<file path="config.mk">
export PLATFORM = sky130hd
export DESIGN_NAME = twiddle_mult36_flat
export DESIGN_NICKNAME = d
export VERILOG_FILES = /design/src/rtl/twiddle_mult36_pkg.sv /design/src/rtl/twiddle_mult36_if.sv /design/src/rtl/twiddle_mult36_rom.sv /design/src/rtl/twiddle_mult36.sv /design/src/flat_wrapper.sv
export SDC_FILE = /design/constraint.sdc
export NUM_CORES = 2
export LEC_CHECK = 0
export CAP_MARGIN = 20
export CORE_MARGIN = 4
export CORE_UTILIZATION = 65
export CTS_BUF_LIST = sky130_fd_sc_hd__clkbuf_16
export CTS_CLUSTER_SIZE = 28
export DETAILED_ROUTE_END_ITERATION = 8
export PLACE_DENSITY = 0.82
export SETUP_SLACK_MARGIN = 0.05
export SYNTH_ARGS = -nofsm -noshare
export SYNTH_HDL_FRONTEND = slang
export SYNTH_HIERARCHICAL = 1
export SYNTH_SLANG_ARGS = --single-unit
</file>
<file path="constraint.sdc">
create_clock -name clk -period 7.7 [get_ports clk]
set_input_delay 1.54 -clock clk [delete_from_list [all_inputs] [get_ports clk]]
set_output_delay 1.54 -clock clk [all_outputs]
set_load 0.02 [all_outputs]
</file>
<file path="src/rtl/twiddle_mult36_pkg.sv">
// Shared FFT constants for the 36-point (6x6) transform and the twiddle stage
// that sits between the two radix-6 passes.
//   N        : transform length
//   RADIX    : radix of each pass (N = RADIX * RADIX)
//   TW_WIDTH : signed twiddle width
//   TW_FRAC  : twiddle fraction bits (Q10, 1024 = 1.0)
//   IDX_W    : width of a sample index / twiddle number (0..N-1)
package twiddle_mult36_pkg;

  localparam int N        = 36;
  localparam int RADIX    = 6;
  localparam int TW_WIDTH = 18;
  localparam int TW_FRAC  = 10;
  localparam int IDX_W    = 6;

endpackage

</file>
<file path="src/rtl/twiddle_mult36_if.sv">
// Sample stream bundle for twiddle_mult36.
//   di_en, di_re, di_im : input sample stream (driven by the master)
//   do_en, do_re, do_im, do_first : twiddled output stream (driven by the slave)
//
// Handshake: valid-only streaming, no ready. A sample is transferred on every
// rising clock edge where its *_en bit is high; the data fields are don't-care
// on cycles where *_en is low. The consumer must take every valid sample, so
// there is no backpressure anywhere on this bundle.
interface twiddle_mult36_if #(
  parameter int WIDTH = 16
);

  logic             di_en;
  logic [WIDTH-1:0] di_re;
  logic [WIDTH-1:0] di_im;
  logic             do_en;
  logic [WIDTH-1:0] do_re;
  logic [WIDTH-1:0] do_im;
  logic             do_first;

  modport master (
    output di_en, di_re, di_im,
    input  do_en, do_re, do_im, do_first
  );

  modport slave (
    input  di_en, di_re, di_im,
    output do_en, do_re, do_im, do_first
  );

endinterface

</file>
<file path="src/rtl/twiddle_mult36_rom.sv">
// Twiddle36 table: W36^k = exp(-j*2*pi*k/36) in Q10, 18-bit signed parts.
//   clk   : clock (used only when TW_FF = 1)
//   addr  : twiddle number k (0..35)
//   tw_re : round(1024 * cos(2*pi*k/36))
//   tw_im : round(-1024 * sin(2*pi*k/36))
// With TW_FF = 1 the outputs are registered, giving one cycle of latency.
module twiddle_mult36_rom
  import twiddle_mult36_pkg::*;
#(
  parameter bit TW_FF = 1'b1
) (
  input  logic                       clk,
  input  logic [IDX_W-1:0]           addr,
  output logic signed [TW_WIDTH-1:0] tw_re,
  output logic signed [TW_WIDTH-1:0] tw_im
);

  logic signed [TW_WIDTH-1:0] lut_re;
  logic signed [TW_WIDTH-1:0] lut_im;

  always_comb begin
    lut_re = '0;
    lut_im = '0;
    case (addr)
      6'd0:  {lut_re, lut_im} = { 18'sd1024,  18'sd0};
      6'd1:  {lut_re, lut_im} = { 18'sd1008, -18'sd178};
      6'd2:  {lut_re, lut_im} = { 18'sd962,  -18'sd350};
      6'd3:  {lut_re, lut_im} = { 18'sd887,  -18'sd512};
      6'd4:  {lut_re, lut_im} = { 18'sd784,  -18'sd658};
      6'd5:  {lut_re, lut_im} = { 18'sd658,  -18'sd784};
      6'd6:  {lut_re, lut_im} = { 18'sd512,  -18'sd887};
      6'd7:  {lut_re, lut_im} = { 18'sd350,  -18'sd962};
      6'd8:  {lut_re, lut_im} = { 18'sd178,  -18'sd1008};
      6'd9:  {lut_re, lut_im} = { 18'sd0,    -18'sd1024};
      6'd10: {lut_re, lut_im} = {-18'sd178,  -18'sd1008};
      6'd11: {lut_re, lut_im} = {-18'sd350,  -18'sd962};
      6'd12: {lut_re, lut_im} = {-18'sd512,  -18'sd887};
      6'd13: {lut_re, lut_im} = {-18'sd658,  -18'sd784};
      6'd14: {lut_re, lut_im} = {-18'sd784,  -18'sd658};
      6'd15: {lut_re, lut_im} = {-18'sd887,  -18'sd512};
      6'd16: {lut_re, lut_im} = {-18'sd962,  -18'sd350};
      6'd17: {lut_re, lut_im} = {-18'sd1008, -18'sd178};
      6'd18: {lut_re, lut_im} = {-18'sd1024,  18'sd0};
      6'd19: {lut_re, lut_im} = {-18'sd1008,  18'sd178};
      6'd20: {lut_re, lut_im} = {-18'sd962,   18'sd350};
      6'd21: {lut_re, lut_im} = {-18'sd887,   18'sd512};
      6'd22: {lut_re, lut_im} = {-18'sd784,   18'sd658};
      6'd23: {lut_re, lut_im} = {-18'sd658,   18'sd784};
      6'd24: {lut_re, lut_im} = {-18'sd512,   18'sd887};
      6'd25: {lut_re, lut_im} = {-18'sd350,   18'sd962};
      6'd26: {lut_re, lut_im} = {-18'sd178,   18'sd1008};
      6'd27: {lut_re, lut_im} = { 18'sd0,     18'sd1024};
      6'd28: {lut_re, lut_im} = { 18'sd178,   18'sd1008};
      6'd29: {lut_re, lut_im} = { 18'sd350,   18'sd962};
      6'd30: {lut_re, lut_im} = { 18'sd512,   18'sd887};
      6'd31: {lut_re, lut_im} = { 18'sd658,   18'sd784};
      6'd32: {lut_re, lut_im} = { 18'sd784,   18'sd658};
      6'd33: {lut_re, lut_im} = { 18'sd887,   18'sd512};
      6'd34: {lut_re, lut_im} = { 18'sd962,   18'sd350};
      6'd35: {lut_re, lut_im} = { 18'sd1008,  18'sd178};
      default: {lut_re, lut_im} = {18'sd0, 18'sd0};
    endcase
  end

  if (TW_FF) begin : g_ff
    always_ff @(posedge clk) begin
      tw_re <= lut_re;
      tw_im <= lut_im;
    end
  end else begin : g_comb
    assign tw_re = lut_re;
    assign tw_im = lut_im;
  end

endmodule

</file>
<file path="src/rtl/twiddle_mult36.sv">
// Inter-pass twiddle multiplier for a 36-point 6x6 FFT.
// Sample i of each frame is multiplied by W36^k, k = (i div 6) * (i mod 6),
// rounded (Q10, half toward +inf) and saturated to WIDTH bits.
//   clk   : clock, rising edge
//   rst_n : synchronous active-low reset
//   bus   : slave side of twiddle_mult36_if (di_* in, do_* out)
// Latency is 3 cycles from the accepting edge; one sample per cycle, no stall.
//   edge n   : capture sample, twiddle looked up from the stage-0 index
//   edge n+1 : four partial products
//   edge n+2 : complex sums
//   edge n+3 : round + saturate into the output registers
module twiddle_mult36
  import twiddle_mult36_pkg::*;
#(
  parameter int WIDTH = 16
) (
  input logic             clk,
  input logic             rst_n,
  twiddle_mult36_if.slave bus
);

  localparam int PROD_W = WIDTH + TW_WIDTH;
  localparam int SUM_W  = WIDTH + TW_WIDTH + 1;

  localparam logic signed [SUM_W-1:0] RND   = SUM_W'(64'sd1 <<< (TW_FRAC - 1));
  localparam logic signed [SUM_W-1:0] MAX_V = SUM_W'((64'sd1 <<< (WIDTH - 1)) - 64'sd1);
  localparam logic signed [SUM_W-1:0] MIN_V = SUM_W'(-(64'sd1 <<< (WIDTH - 1)));

  // Stage 0: frame position as row/column of the 6x6 grid. k = row*col is
  // built by adding row once per column step, so no multiplier or divider is
  // needed; row*col never exceeds 25, so the mod-36 never has to wrap.
  logic [2:0]       row;
  logic [2:0]       col;
  logic [IDX_W-1:0] k;
  logic             s0_first;

  assign s0_first = (row == 3'd0) && (col == 3'd0);

  always_ff @(posedge clk) begin
    if (!rst_n) begin
      row <= '0;
      col <= '0;
      k   <= '0;
    end else if (bus.di_en) begin
      if (col == 3'(RADIX - 1)) begin
        col <= '0;
        k   <= '0;
        row <= (row == 3'(RADIX - 1)) ? 3'd0 : row + 3'd1;
      end else begin
        col <= col + 3'd1;
        k   <= k + IDX_W'(row);
      end
    end
  end

  // Twiddle is registered on the same edge that captures the sample.
  logic signed [TW_WIDTH-1:0] tw_re;
  logic signed [TW_WIDTH-1:0] tw_im;

  twiddle_mult36_rom #(
    .TW_FF (1'b1)
  ) u_rom (
    .clk   (clk),
    .addr  (k),
    .tw_re (tw_re),
    .tw_im (tw_im)
  );

  // Stage 1: sample register.
  logic                    s1_valid;
  logic                    s1_first;
  logic signed [WIDTH-1:0] s1_re;
  logic signed [WIDTH-1:0] s1_im;

  // Stage 2: partial products.
  logic                     s2_valid;
  logic                     s2_first;
  logic signed [PROD_W-1:0] p_ac;
  logic signed [PROD_W-1:0] p_bd;
  logic signed [PROD_W-1:0] p_ad;
  logic signed [PROD_W-1:0] p_bc;

  // Stage 3: full-precision complex result.
  logic                    s3_valid;
  logic                    s3_first;
  logic signed [SUM_W-1:0] sum_re;
  logic signed [SUM_W-1:0] sum_im;

  // Only the valid/first bits need reset; the data path is qualified by them.
  always_ff @(posedge clk) begin
    if (!rst_n) begin
      s1_valid <= 1'b0;
      s1_first <= 1'b0;
      s2_valid <= 1'b0;
      s2_first <= 1'b0;
      s3_valid <= 1'b0;
      s3_first <= 1'b0;
    end else begin
      s1_valid <= bus.di_en;
      s1_first <= s0_first;
      s2_valid <= s1_valid;
      s2_first <= s1_first;
      s3_valid <= s2_valid;
      s3_first <= s2_first;
    end
  end

  always_ff @(posedge clk) begin
    s1_re  <= bus.di_re;
    s1_im  <= bus.di_im;
    p_ac   <= PROD_W'(s1_re) * PROD_W'(tw_re);
    p_bd   <= PROD_W'(s1_im) * PROD_W'(tw_im);
    p_ad   <= PROD_W'(s1_re) * PROD_W'(tw_im);
    p_bc   <= PROD_W'(s1_im) * PROD_W'(tw_re);
    sum_re <= SUM_W'(p_ac) - SUM_W'(p_bd);
    sum_im <= SUM_W'(p_ad) + SUM_W'(p_bc);
  end

  function automatic logic [WIDTH-1:0] sat(input logic signed [SUM_W-1:0] v);
    if (v > MAX_V) return MAX_V[WIDTH-1:0];
    if (v < MIN_V) return MIN_V[WIDTH-1:0];
    return v[WIDTH-1:0];
  endfunction

  // Round half toward +inf: add half an LSB, then floor via arithmetic shift.
  // With |twiddle| <= 1.0 the sums use far fewer than SUM_W bits, so the
  // rounding add cannot overflow.
  logic signed [SUM_W-1:0] rnd_re;
  logic signed [SUM_W-1:0] rnd_im;

  always_comb begin
    rnd_re = (sum_re + RND) >>> TW_FRAC;
    rnd_im = (sum_im + RND) >>> TW_FRAC;
  end

  // Output registers hold their last value while no sample is presented.
  always_ff @(posedge clk) begin
    if (!rst_n) begin
      bus.do_en    <= 1'b0;
      bus.do_first <= 1'b0;
      bus.do_re    <= '0;
      bus.do_im    <= '0;
    end else begin
      bus.do_en <= s3_valid;
      if (s3_valid) begin
        bus.do_first <= s3_first;
        bus.do_re    <= sat(rnd_re);
        bus.do_im    <= sat(rnd_im);
      end
    end
  end

endmodule

</file>
<file path="src/flat_wrapper.sv">
// flat-port wrapper written by rule: the top's interface ports become plain ports
module twiddle_mult36_flat import twiddle_mult36_pkg::*;
#(
  parameter int WIDTH = 16
)
  (clk, rst_n, bus_di_en, bus_di_re, bus_di_im, bus_do_en, bus_do_re, bus_do_im, bus_do_first);
  twiddle_mult36_if #(.WIDTH(WIDTH)) bus_i ();
  input logic clk;
  input logic rst_n;
  input wire logic [$bits(bus_i.di_en)-1:0] bus_di_en;
  input wire logic [$bits(bus_i.di_re)-1:0] bus_di_re;
  input wire logic [$bits(bus_i.di_im)-1:0] bus_di_im;
  output wire logic [$bits(bus_i.do_en)-1:0] bus_do_en;
  output wire logic [$bits(bus_i.do_re)-1:0] bus_do_re;
  output wire logic [$bits(bus_i.do_im)-1:0] bus_do_im;
  output wire logic [$bits(bus_i.do_first)-1:0] bus_do_first;
  assign bus_i.di_en = bus_di_en;
  assign bus_i.di_re = bus_di_re;
  assign bus_i.di_im = bus_di_im;
  assign bus_do_en = bus_i.do_en;
  assign bus_do_re = bus_i.do_re;
  assign bus_do_im = bus_i.do_im;
  assign bus_do_first = bus_i.do_first;
  twiddle_mult36 #(.WIDTH(WIDTH)) u_core (.clk(clk), .rst_n(rst_n), .bus(bus_i));
endmodule
</file>
After elaboration in Yosys (flattened, before gate mapping) --
Memories as Yosys holds them, arrays and structs flattened. A register that Yosys moved wholly into a read port is not among the register bits. Index checks and enable logic that the tools add are counted.
Word-level totals: bits in registers 290, latch bits 0, RAM bits 0, memory bits (read-only) 2304, input port bits 35, word-level logic and storage cells 68, memories kept 1
Memory list:
- (name not given) | depth 64, width 36, rd ports 1, clocked after Yosys merged registers in 1, wr ports 0, RTL line twiddle_mult36_rom.sv:24 | case (addr)
Operators by class: add/subtract/negate cells 7, multipliers 4, divide/modulo/power cells 0, $lt $le $gt $ge 4, equal/unequal tests 2, shifts and indexed selects 0, mux-type cells 25, bitwise logic cells 0, reduce and logical (&&, ||, !) cells 4
Operators by type and width (count):
- 16-bit by 18-bit multiplier with 34-bit output | 4
- 16-bit 2-to-1 mux | 8
- 35-bit by 11-bit adder with 35-bit output, second input constant | 2
- 25-bit by 16-bit > comparator with 1-bit output, second input constant | 2
- 25-bit by 16-bit < comparator with 1-bit output, second input constant | 2
- 34-bit by 34-bit adder with 35-bit output | 1
- 34-bit by 34-bit subtractor with 35-bit output | 1
- 1-bit 2-to-1 mux | 14
- 3-bit by 1-bit adder with 3-bit output, second input constant | 2
- 6-bit by 3-bit adder with 6-bit output | 1
- 3-bit equality test, second input constant | 2
- 3-bit zero test | 2
- 3-bit 2-to-1 mux | 2
- 6-bit 2-to-1 mux | 1
- 2-bit AND reduction | 1
- 1-bit logical AND | 1

Logic depth before layout (Yosys ltp) --
depth in word-level cells 10, gate-level depth with buffers 25

Modules after synthesis --
The synthesis kept the hierarchy.
Modules (own cells, without submodules):
- twiddle_mult36 | times used 1, cells an instance 5771, area an instance 53179.8 um^2, seq. area each 5445.2 um^2
- twiddle_mult36_rom | times used 1, cells an instance 233, area an instance 1813.0 um^2, seq. area each 480.5 um^2

Least setup slack after synthesis --
No wires, ideal clock.
path type reg-to-reg, from register u_core.u_rom.tw_im[16], to register u_core.p_ad[32], setup time 0.072 ns, arrival time 6.253 ns, setup slack 1.375 ns, stages on the path, launching flop included 20, period minus slack after synthesis 6.325 ns, path through dfxtp_1 buf_4 clkbuf_1 nand2_1 inv_1 fa_1 fa_1 inv_1 fa_1 inv_1 fa_1 fa_1 fa_1 ha_1 a21o_1 or4b_2 a211oi_1 o31ai_1 a21oi_1 xnor2_1
Between the ends: cells in the longest elaborated chain, start to end 1
RTL lines:
- from (decl) | RTL line twiddle_mult36_rom.sv:15 | output logic signed [TW_WIDTH-1:0] tw_im
- 16-bit by 18-bit multiplier with 34-bit output | RTL line twiddle_mult36.sv:113 | p_ad <= PROD_W'(s1_re) * PROD_W'(tw_im);
- to (signal assigned) | RTL line twiddle_mult36.sv:113
- to (decl) | RTL line twiddle_mult36.sv:80 | logic signed [PROD_W-1:0] p_ad;
No other way between the ends. A chain may end at the register's enable or synchronous reset.

Worst setup path after layout --
from register u_core.s1_re[2], to register u_core.p_ac[31]
Between the ends: cells in the longest elaborated chain, start to end 1
RTL lines:
- from (decl) | RTL line twiddle_mult36.sv:72 | logic signed [WIDTH-1:0] s1_re;
- from (signal assigned) | RTL line twiddle_mult36.sv:109 | s1_re <= bus.di_re;
- 16-bit by 18-bit multiplier with 34-bit output | RTL line twiddle_mult36.sv:111 | p_ac <= PROD_W'(s1_re) * PROD_W'(tw_re);
- to (signal assigned) | RTL line twiddle_mult36.sv:111
- to (decl) | RTL line twiddle_mult36.sv:78 | logic signed [PROD_W-1:0] p_ac;
No other way between the ends.

==> metrics.log <==
[metrics] dominant register cell in the synthesized netlist: sky130_fd_sc_hd__dfxtp_1
[metrics] TritonCTS clock tree: yes
[metrics] design internal power: 3.34 mW
[metrics] Max rail drop VDD: about 0.00016 V
[metrics] sequential cell area: 5930 um2
[metrics] GRT Total Usage: between 30% and 40%
[metrics] Crit. Startpoint: u_core/s1_re[2]$_DFF_P_
[metrics] clk root buf: sky130_fd_sc_hd__clkbuf_16
[metrics] final non-filler cell total: ~7000
[metrics] Die H: 299 um
[metrics] Num CTS Buffers: 39
[metrics] Top Ports: 69
[metrics] Static Leakage: slightly below 30 nW
[metrics] synth warn: 6
[metrics] switching fraction of total power: 34.3%
[metrics] number of enable-type register cells in the synthesized netlist: 0
[metrics] main area contributors after synthesis: sky130_fd_sc_hd__fa_1 (42%), sky130_fd_sc_hd__dfxtp_1 (11%), sky130_fd_sc_hd__ha_1 (9.6%)
[metrics] number of nets with antenna violations after detailed routing: 0
[metrics] detailed-routing iteration count for the pre-antenna-repair pass: 6
[metrics] number of design rule violations left after detail routing: 0
[metrics] register bit total from synthesis: approximately 300
[metrics] Register-to-Register Path Depth: 20
[metrics] Worst Clk Skew: approximately 0.045 ns
[metrics] total setup buffers inserted after CTS: 0
[metrics] total negative slack for setup checks: 0 ns
[metrics] die width: about 300 um
[metrics] largest net degree at the start of global routing: between 70 and 80
[metrics] synthesized area: between 50000 and 60000 um2
[metrics] CTS Hold Buffers Added: 0
[metrics] area of the die: between 80000 and 90000 um2
[metrics] endpoint of the lowest-slack register-to-register path: u_core/p_ac[31]$_DFF_P_
[metrics] count of fill cells added during filler insertion: about 6300
[metrics] Synth top area share: between 40% and 50%
[metrics] clk_lat worst skew: roughly 0.6 ns
[metrics] sequential group share of total power: 37.7%
[metrics] Max stage delay on crit path: ~0.94 ns
[metrics] placer congestion estimate: about 0.93
[metrics] area taken by multi-input logic gates: approximately 43000 um2
[metrics] Final Slew Violations: 0
[metrics] crit path max fanout: 18
[metrics] quantity of I/O buffers inserted on ports: 68
[metrics] power share of the combinational group: between 20 and 30%
[metrics] Fmax achieved: roughly 0.14 GHz
[metrics] wirelength, routed: roughly 130000 um
[metrics] Clock Sink Count: between 200 and 300
[metrics] Net Count, Synth: 7623
[metrics] Reg2Reg Launch Point: u_core/s1_re[2]$_DFF_P_
[metrics] Worst setup EP type: flop
[metrics] shortest period the worst path allows: ~7.2 ns
[metrics] vias post-DR: approximately 40000
[metrics] power per cell area: between 80 and 90 nW/um2
[metrics] Longest Clk Path Bufs: 3
[metrics] data arrival time of the critical path: between 7 and 8 ns
[metrics] number of placement rows: approximately 110
[metrics] unrepaired setup endpoints after global routing: false
[metrics] count of H-tree levels built during CTS: 2
[metrics] crit path launch type: flop
[metrics] Worst Setup Path Type: reg2reg
[metrics] number of global-route vias before repair: 43308
[metrics] Critical Path Slowest Stage Cell: sky130_fd_sc_hd__dfxtp_1
[metrics] cell mode on critical path: sky130_fd_sc_hd__fa_1
[metrics] slew at the pin closest to its max-slew limit: roughly 1.2 ns
[metrics] placeable core region: 83800 um2
[metrics] largest area contributor in the synthesized netlist: sky130_fd_sc_hd__fa_1
[metrics] mean instance size in the synthesized netlist: a little over 9 um2
[metrics] sequence of cells on the critical path: buf_4 -> nand2_1 -> fa_1 -> fa_1 -> fa_1 -> inv_1 -> fa_1 -> fa_1 -> inv_1 -> fa_1 -> inv_1 -> ha_1 -> and3_1 -> a221o_1 -> a21o_1 -> a31oi_1 -> a211oi_1 -> o21ai_1 -> nor4b_1 -> a211oi_1
[metrics] antenna violations before repair: 2
[metrics] wire length of the first global-routing pass: ~220000 um
[metrics] final setup vio count: 0
[metrics] status: finished clean
[metrics] layout cells sized above 1: 3.56%
[metrics] effective utilization at floorplan: 65.6%
[metrics] post-cts resize count: 0
[metrics] internal reg-to-reg setup slack: 0.45 ns
[metrics] post-detailed-placement half-perimeter wirelength: between 100000 and 150000 um
[metrics] worst-case headroom to the max-slew limit: a little over a fifth
[metrics] Iteration-0 DRC Markers: approximately 2800
[metrics] mean number of vias per cell: between 5 and 6
[metrics] number of hold-slack violations in the final timing report: 0
[metrics] Mapped Cells: 6004
[metrics] clock slew seen by the registers of the worst setup and hold paths: around 0.060 ns
[metrics] number of placed instances with taps included: 7039
[metrics] switching pwr: 1.74 mW
[metrics] CP Data Required Time: 8.16 ns
[metrics] total overflow reported by the global router: 0
[metrics] net total in the final layout: about 7600
[metrics] max-cap check violation count: 0
[metrics] Clock Power Share: between 30 and 40%
[metrics] fraction of the cycle the final worst path needs: about 94%
[metrics] Setup crit end: u_core/p_ac[31]$_DFF_P_
[metrics] Wirelength per Cell: ~18 um
[metrics] count of cell types in the netlist: 89
[metrics] proportion of synthesized chip area in sequential cells: between 10% and 20%
[metrics] share of async-settable or async-resettable flops after synthesis: 0%
[metrics] Hold Crit Class: reg2reg
[metrics] P&R area growth vs syn: 5.74%
-- registers in the layout, summed over array words and instances, names as in the netlist, 3 cells and up --
name                flops
u_core/row              3
u_core/bus.do_im       16
u_core/sum_re          26
u_core/k                6
u_core/p_bd            34
u_core/u_rom/tw_im     12
u_core/s1_re           16
u_core/u_rom/tw_re     12
u_core/col              3
u_core/p_ad            34
u_core/bus.do_re       16
u_core/s1_im           16
u_core/p_bc            34
u_core/p_ac            34
u_core/sum_im          26
-- cells in the final DEF (no fill, tap or decap), types with 38 or more instances in the layout --
master	Yosys	layout
sky130_fd_sc_hd__fa_1	1161	1161
sky130_fd_sc_hd__a21o_1	76	76
sky130_fd_sc_hd__o21ai_0	98	98
sky130_fd_sc_hd__dfxtp_1	296	293
sky130_fd_sc_hd__nand2b_1	46	46
sky130_fd_sc_hd__clkdlybuf4s50_1	0	68
sky130_fd_sc_hd__nand3_1	45	45
sky130_fd_sc_hd__nand2_1	656	656
sky130_fd_sc_hd__buf_4	15	111
sky130_fd_sc_hd__nor3_1	43	43
sky130_fd_sc_hd__nor2_1	174	174
sky130_fd_sc_hd__xor2_1	75	75
sky130_fd_sc_hd__o21a_1	38	38
sky130_fd_sc_hd__xnor2_1	155	154
sky130_fd_sc_hd__a21oi_1	157	157
sky130_fd_sc_hd__clkbuf_16	0	39
sky130_fd_sc_hd__inv_1	1353	1360
sky130_fd_sc_hd__and2_1	562	562
sky130_fd_sc_hd__ha_1	423	423
-- critical path: cells and delay by family, from the launching register on --
| family | cells | cell delay [ns] |
|---|---|---|
| fa+ha+maj | 7 | 3.34 |
| compound gates | 6 | 1.60 |
| flops | 1 | 0.94 |
| simple gates | 3 | 0.67 |
| buf+inv | 4 | 0.56 |
-- logic make-up after synthesis --
family	count (synthesis)	share of synthesized area, %
and+or+nand+nor	1669	15.2
buffers and inverters	1634	11.4
adders and majority gates	1584	51.9
AOI/OAI and AO/OA	581	6.94
DFF	296	10.8
xor gates and xnor gates	230	3.66
muxes	10	0.187
-- metal layers --
metal	wire length [um]	track usage (%)	up-vias
li1	-	-	17861
met1	51500	40.0	20243
met2	62700	50.5	1472
met3	9750	4.71	340
met4	6290	13.0	0
met5	0	0	-
-- per-stage QoR --
step / power [mW] / area (um2) / hold slack, ns / worst slack (ns) / utilization, %
global route: 5.34 / 58100 / 0.442 / 0.145 / 69.4
global placement: 3.17 / 56800 / 0.415 / 0.825 / 67.8
detailed placement: 3.21 / 56800 / 0.423 / 0.658 / 67.8
finish: 5.09 / 58200 / 0.433 / 0.452 / 69.4
floorplan: 2.82 / 55000 / 0.412 / 1.37 / -
CTS: 5.10 / 58100 / 0.429 / 0.639 / 69.3
-- cell type report --
class	instances	share of cell area, %
multi-input cells	4074	73.7
flip-flops and latches	296	10.2
inverters	1355	8.75
repair buffers	182	2.72
well taps	1134	2.44
clock buffers	39	1.68
clock inverters	32	0.553
diodes	1	0.00430
-- synth_stat cells (45+ instances only) --
cell type                  count
sky130_fd_sc_hd__a21oi_1     157
sky130_fd_sc_hd__nand3_1      45
sky130_fd_sc_hd__ha_1        423
sky130_fd_sc_hd__and2_1      562
sky130_fd_sc_hd__xnor2_1     155
sky130_fd_sc_hd__dfxtp_1     296
sky130_fd_sc_hd__fa_1       1161
sky130_fd_sc_hd__inv_1      1353
sky130_fd_sc_hd__xor2_1       75
sky130_fd_sc_hd__clkbuf_1    241
sky130_fd_sc_hd__o21ai_0      98
sky130_fd_sc_hd__nand2_1     656
sky130_fd_sc_hd__nand2b_1     46
sky130_fd_sc_hd__nor2_1      174
sky130_fd_sc_hd__a21o_1       76
-- how the worst min path moves through the flow --
stage	start	endpoint	slack (ns)	cells past startpoint
after floorplan	u_core/s1_first$_SDFF_PN0_	u_core/s2_first$_SDFF_PN0_	0.41	1
after global placement	u_core/s1_valid$_SDFF_PN0_	u_core/s2_valid$_SDFF_PN0_	0.42	1
after detailed placement	u_core/s1_first$_SDFF_PN0_	u_core/s2_first$_SDFF_PN0_	0.42	1
after CTS	u_core/s1_valid$_SDFF_PN0_	u_core/s2_valid$_SDFF_PN0_	0.43	1
after global routing	u_core/s2_first$_SDFF_PN0_	u_core/s3_first$_SDFF_PN0_	0.44	1
final	u_core/s1_valid$_SDFF_PN0_	u_core/s2_valid$_SDFF_PN0_	0.43	1
-- power groups by stage --
stage | combinational, mW | clock (mW) | sequential, mW
after floorplan | 0.965 | 0 | 1.85
final | 1.30 | 1.87 | 1.92
after CTS | 1.29 | 1.90 | 1.91
after global routing | 1.44 | 1.96 | 1.94
after detailed placement | 1.27 | 0 | 1.94
after global placement | 1.23 | 0 | 1.94
Power figures use the tool's default switching activity.
